===== config.mk =====
export PLATFORM = sky130hd
export DESIGN_NAME = trng_ctrl
export DESIGN_NICKNAME = d
export VERILOG_FILES = /design/src/rtl/trng_ctrl_pkg.sv /design/src/rtl/trng_rep_test.sv /design/src/rtl/trng_ctrl.sv
export SDC_FILE = /design/constraint.sdc
export NUM_CORES = 1
export LEC_CHECK = 0
export BUFFER_PORTS_ARGS = -buffer_cell sky130_fd_sc_hd__buf_2
export CAP_MARGIN = 5
export CORE_UTILIZATION = 29
export DETAILED_ROUTE_END_ITERATION = 10
export PLACE_DENSITY_LB_ADDON = 0.1
export SYNTH_ARGS = -nofsm -noshare
export SYNTH_HDL_FRONTEND = slang
export SYNTH_SLANG_ARGS = --single-unit

===== constraint.sdc =====
create_clock -name i_clock -period 1.65 [get_ports i_clock]
set_input_delay 0.165 -clock i_clock [delete_from_list [all_inputs] [get_ports i_clock]]
set_output_delay 0.165 -clock i_clock [all_outputs]
set_load 0.01 [all_outputs]

===== src/rtl/trng_ctrl_pkg.sv =====
// Shared defaults and helpers for the ring-oscillator TRNG sequencer.
// Imported by trng_ctrl and trng_rep_test.
package trng_ctrl_pkg;

  localparam int TRNG_WORD_W     = 32;
  localparam int TRNG_WARMUP     = 256;
  localparam int TRNG_SAMPLE_DIV = 4;
  localparam int TRNG_REP_LIMIT  = 32;

  // Counter width able to hold 0..n-1, never narrower than one bit.
  function automatic int trng_cw(input int n);
    return (n <= 2) ? 1 : $clog2(n);
  endfunction

endpackage


===== src/rtl/trng_rep_test.sv =====
// Repetition-count health test: tracks the last sampled bit and a saturating
// run length, and flags a trip on the sample that brings the run to REP_LIMIT.
module trng_rep_test
  import trng_ctrl_pkg::*;
#(
  parameter int REP_LIMIT = TRNG_REP_LIMIT
) (
  input  logic i_clock,
  input  logic i_reset,
  input  logic i_clear,
  input  logic i_sample_en,
  input  logic i_bit,
  output logic o_trip
);

  logic       r_last;
  logic [7:0] r_cnt;
  logic [7:0] w_cnt_nxt;

  // A zero count means no sample seen yet since clear, so the run restarts at 1.
  always_comb begin
    w_cnt_nxt = 8'd1;
    if (r_cnt != 8'd0 && i_bit == r_last)
      w_cnt_nxt = (r_cnt == 8'hFF) ? 8'hFF : r_cnt + 8'd1;
  end

  // Combinational so the controller can act on the same edge that would
  // register the offending count.
  assign o_trip = i_sample_en && (w_cnt_nxt >= 8'(REP_LIMIT));

  always_ff @(posedge i_clock or posedge i_reset) begin
    if (i_reset) begin
      r_last <= 1'b0;
      r_cnt  <= 8'd0;
    end else if (i_clear) begin
      r_last <= 1'b0;
      r_cnt  <= 8'd0;
    end else if (i_sample_en) begin
      r_last <= i_bit;
      r_cnt  <= w_cnt_nxt;
    end
  end

endmodule


===== src/rtl/trng_ctrl.sv =====
// TRNG sequencer: enables the RO bank, waits out settling, decimates raw bits,
// health-checks them and hands packed words downstream over valid/ready.
module trng_ctrl
  import trng_ctrl_pkg::*;
#(
  parameter int WORD_W        = TRNG_WORD_W,
  parameter int WARMUP_CYCLES = TRNG_WARMUP,
  parameter int SAMPLE_DIV    = TRNG_SAMPLE_DIV,
  parameter int REP_LIMIT     = TRNG_REP_LIMIT
) (
  input  logic              i_clock,
  input  logic              i_reset,
  input  logic              i_start,
  input  logic              i_stop,
  input  logic              i_clear_fault,
  input  logic              i_raw_bit,
  output logic              o_ro_enable,
  output logic [WORD_W-1:0] o_word_out,
  output logic              o_word_valid,
  input  logic              i_word_ready,
  output logic              o_health_fail,
  output logic              o_busy
);

  localparam int WW = trng_cw(WARMUP_CYCLES);
  localparam int DW = trng_cw(SAMPLE_DIV);
  localparam int BW = trng_cw(WORD_W);

  typedef enum logic [2:0] {
    S_IDLE    = 3'd0,
    S_WARMUP  = 3'd1,
    S_COLLECT = 3'd2,
    S_HOLD    = 3'd3,
    S_FAULT   = 3'd4
  } state_t;

  state_t            r_state, w_state_nxt;
  logic [WW-1:0]     r_warm_cnt;
  logic [DW-1:0]     r_div;
  logic [BW-1:0]     r_bit_cnt;
  logic [WORD_W-1:0] r_word;
  logic              r_ro_en, r_valid, r_fail, r_busy;

  logic w_sample, w_trip, w_hs, w_word_done, w_warm_done, w_enter_warm, w_active;

  assign w_sample     = (r_state == S_COLLECT) && (r_div == DW'(SAMPLE_DIV - 1));
  assign w_word_done  = w_sample && (r_bit_cnt == BW'(WORD_W - 1));
  assign w_warm_done  = (r_state == S_WARMUP) && (r_warm_cnt == WW'(WARMUP_CYCLES - 1));
  assign w_hs         = (r_state == S_HOLD) && r_valid && i_word_ready;
  assign w_enter_warm = (r_state == S_IDLE) && (w_state_nxt == S_WARMUP);

  trng_rep_test #(.REP_LIMIT(REP_LIMIT)) u_rep (
    .i_clock     (i_clock),
    .i_reset     (i_reset),
    .i_clear     (w_enter_warm),
    .i_sample_en (w_sample),
    .i_bit       (i_raw_bit),
    .o_trip      (w_trip)
  );

  always_ff @(posedge i_clock or posedge i_reset) begin
    if (i_reset) r_state <= S_IDLE;
    else         r_state <= w_state_nxt;
  end

  // Priority inside COLLECT: health trip, then stop, then word completion.
  always_comb begin
    w_state_nxt = r_state;
    unique case (r_state)
      S_IDLE:    if (i_start && !i_stop) w_state_nxt = S_WARMUP;
      S_WARMUP:  if (i_stop) w_state_nxt = S_IDLE;
                 else if (w_warm_done) w_state_nxt = S_COLLECT;
      S_COLLECT: if (w_trip) w_state_nxt = S_FAULT;
                 else if (i_stop) w_state_nxt = S_IDLE;
                 else if (w_word_done) w_state_nxt = S_HOLD;
      S_HOLD:    if (i_stop) w_state_nxt = S_IDLE;
                 else if (w_hs) w_state_nxt = S_COLLECT;
      S_FAULT:   if (i_clear_fault) w_state_nxt = S_IDLE;
      default:   w_state_nxt = S_IDLE;
    endcase
  end

  assign w_active = (w_state_nxt == S_WARMUP) || (w_state_nxt == S_COLLECT) ||
                    (w_state_nxt == S_HOLD);

  // Status outputs are registered images of the next state.
  always_ff @(posedge i_clock or posedge i_reset) begin
    if (i_reset) begin
      r_ro_en <= 1'b0;
      r_busy  <= 1'b0;
      r_valid <= 1'b0;
      r_fail  <= 1'b0;
    end else begin
      r_ro_en <= w_active;
      r_busy  <= w_active;
      r_valid <= (w_state_nxt == S_HOLD);
      r_fail  <= (w_state_nxt == S_FAULT);
    end
  end

  always_ff @(posedge i_clock or posedge i_reset) begin
    if (i_reset) begin
      r_warm_cnt <= '0;
      r_div      <= '0;
      r_bit_cnt  <= '0;
      r_word     <= '0;
    end else begin
      if (w_enter_warm)              r_warm_cnt <= '0;
      else if (r_state == S_WARMUP)  r_warm_cnt <= r_warm_cnt + WW'(1);

      // Divider only runs in COLLECT, so each new collect phase starts at 0.
      if (r_state != S_COLLECT) r_div <= '0;
      else if (w_sample)        r_div <= '0;
      else                      r_div <= r_div + DW'(1);

      if (w_enter_warm || w_hs) r_bit_cnt <= '0;
      else if (w_sample)        r_bit_cnt <= r_bit_cnt + BW'(1);

      if (w_enter_warm)  r_word <= '0;
      else if (w_sample) r_word <= {r_word[WORD_W-2:0], i_raw_bit};
    end
  end

  assign o_ro_enable   = r_ro_en;
  assign o_busy        = r_busy;
  assign o_word_valid  = r_valid;
  assign o_health_fail = r_fail;
  assign o_word_out    = r_word;

endmodule


==> metrics <==
Worst-path clk slew 0.07 ns; area occupied by multi-input gates 0.001244 sq mm; worst ir drop on vdd 0.0004083 V; outcome finished with violations; Hold Crit Depth 3; CP Capture Type register; Setup CP Type reg -> reg; Skew-Pair Late Insertion Delay 0.33 ns; most common cell after layout, fill and taps aside nand2_1; Setup WS post-layout 0.05374 ns; Tightest Pin Transition 0.3853 ns; relative slew slack 0.7395; DR vias 2391; RSZ-0062 raised after global routing true; maxcap violations 0; Die W 101.8 um; first-pass GRT wire length 11710 um; drt via density 4.707; Setup TNS 0 ns; drt wl/cell 13.61 um; htree depth 3; ys async rst share 1.000; cells after synthesis 311; Antenna Nets Post-Route 0; number of flops mapped to enable cells by yosys 0; DRC viols 1; Yosys reg bits 61; Final min period 1.596 ns; DRT Pass-1 Iters 7; Iter 0 DRT Violations 106; initial antenna violation count 0; I/O pin count 43; Die Y 101.8 um; Final Hold Fails 0; vias in the first global route 2340; # clock sinks 61; overall routing resource usage 0.1482; DIE AREA 0.01036 sq mm; library cells used by synthesis 43; register area 0.001529 sq mm; syn avg cell area 9.285 sq um; setup slack at placement 0.02805 ns; violated checks design-rule violations; Slew Limit Fails 0; Rows 36; CP startpoint kind register; fillers 1042; CTS Buf Count 9; cell count after placement 490; clk_skew 0.01133 ns; grt ovf 0; Register-to-Register Path Depth 4; commonest cells after routing, fill and taps aside 76 x nand2_1, 59 x dfrtp_1, 42 x buf_2; Synth Flop Type dfrtp_1; Area Growth Syn to Fin 25.48%; synthesized area 0.002888 sq mm; core area 0.009729 sq mm; number of buffers added on ports 42; worst min path class in -> reg; Nets 384; starting density of the core 0.2968; Ys Warns 0; Final setup violation count 0; share of cells above drive strength 1 0.2693; required time of the worst setup path 1.90 ns; Critical Path AT 1.84 ns; Root Driver clkbuf_8; Synthesized Nets 324; Ant. Diodes 0; critical path peak fanout 12; PwrDens 873.1 mW/mm^2; DP HPWL 4554 um; sequential fraction of the synthesis area 0.5286; WL final 6912 um; leak pwr 0.001689 uW; achievable clock frequency 0.6265 GHz; CTS tree done; largest net degree at the start of global routing 62; Post-Layout Cell Count 508; Clock Path Buffers 2; gp weighted congestion 0.7711; period utilization 0.9674
-- timing repair --
item,in CTS,in global routing
setup buffers,0,2
endpoints found under the hold margin,61,0
setup endpoints to repair,0,42
hold buffers,1,0
resized for setup,0,6
-- kinds of logic (layout without fill, tap and decap cells) --
family,after synthesis,after routing,synth area share
XOR/XNOR,9,9,0.02730
AND/OR/NAND/NOR,135,135,0.2231
flip-flops,61,61,0.5286
buffers and inverters,28,92,0.04723
adder cells (fa/ha/maj),6,6,0.02600
AO/OA/AOI/OAI,71,71,0.1443
multiplexers,1,1,0.003466
-- per-layer routing --
metal,global-route usage,vias up,part of all wire
met5,0,-,0
met4,0.06689,0,0.015
met3,0.03589,9,0.033
met2,0.2360,36,0.47
met1,0.1904,1154,0.48
li1,-,1192,-
-- power by group --
group | total, uW | internal [uW] | switching, uW | leakage, uW
logic | 215 | 89.4 | 126 | 0.000744
clock network | 1360 | 767 | 593 | 0.000101
registers | 1590 | 1540 | 51.4 | 0.000844
-- area by class of cell --
type / instances / area share
repair buffers: 72 / 0.1278
clock inverters: 4 / 0.01312
inverters: 5 / 0.006215
multi-input cells: 222 / 0.3432
flip-flops and latches: 61 / 0.4220
well taps: 133 / 0.04593
clock buffers: 11 / 0.04178
-- state kept, by name, indices dropped and copies added (netlist names) --
name,cells
o_word_out,32
r_warm_cnt,8
u_rep.r_cnt,8
r_bit_cnt,5
r_state,3
r_div,2
o_busy,1
o_health_fail,1
o_word_valid,1
-- synth_stat cells (2+ instances only) --
cell	instances	area (sq um)
nor2_1	16	60.06
buf_4	3	22.52
inv_1	5	18.77
nand2_1	76	285.3
a211oi_1	6	45.04
ha_1	6	75.07
a41oi_1	2	17.52
nor3_1	4	20.02
xor2_1	8	70.07
dfrtp_1	61	1526
nor2b_1	2	12.51
nand4_1	7	43.79
o211ai_1	4	30.03
o21ai_0	9	45.04
a31oi_1	3	18.77
clkbuf_1	9	33.78
nand3_1	9	45.04
and3_1	5	31.28
a31o_2	2	17.52
buf_2	10	50.05
a21oi_1	39	195.2
nor4b_1	3	26.28
nand2b_1	2	12.51
-- critical path, stage by stage, from the launching register on --
cell and delay, ns:
dfrtp_2 0.49, or4b_4 0.56, nor3_2 0.12, o21ai_1 0.16, o211ai_1 0.20
-- per-stage QoR --
step | hold slack, ns | power [uW] | cell area [sq um] | utilization
2_1_floorplan | 0.2773 | 1756 | 2892 | -
3_3_place_gp | 0.2850 | 1828 | 3385 | 0.3479
3_5_place_dp | 0.2877 | 1835 | 3385 | 0.3479
4_1_cts | 0.06677 | 3221 | 3593 | 0.3693
5_1_grt | 0.06842 | 3317 | 3623 | 0.3724
6_report | 0.08819 | 3164 | 3623 | 0.3724
-- path summary, 6_finish.rpt --
kind / slack, ns / start / to
max in group asynchronous: 0.89 / i_reset / r_state[0]$_DFF_PP0_
worst max register to register: 0.05 / r_state[0]$_DFF_PP0_ / o_word_valid$_DFF_PP0_
min in group asynchronous: 0.47 / i_reset / o_word_out[1]$_DFFE_PP0P_
worst max-delay path: 0.05 / r_state[0]$_DFF_PP0_ / o_word_valid$_DFF_PP0_
worst min-delay path: 0.09 / i_raw_bit / o_word_out[0]$_DFFE_PP0P_
worst min register to register: 0.45 / r_div[0]$_DFF_PP0_ / r_div[0]$_DFF_PP0_
(Power assumes the default switching activity.)
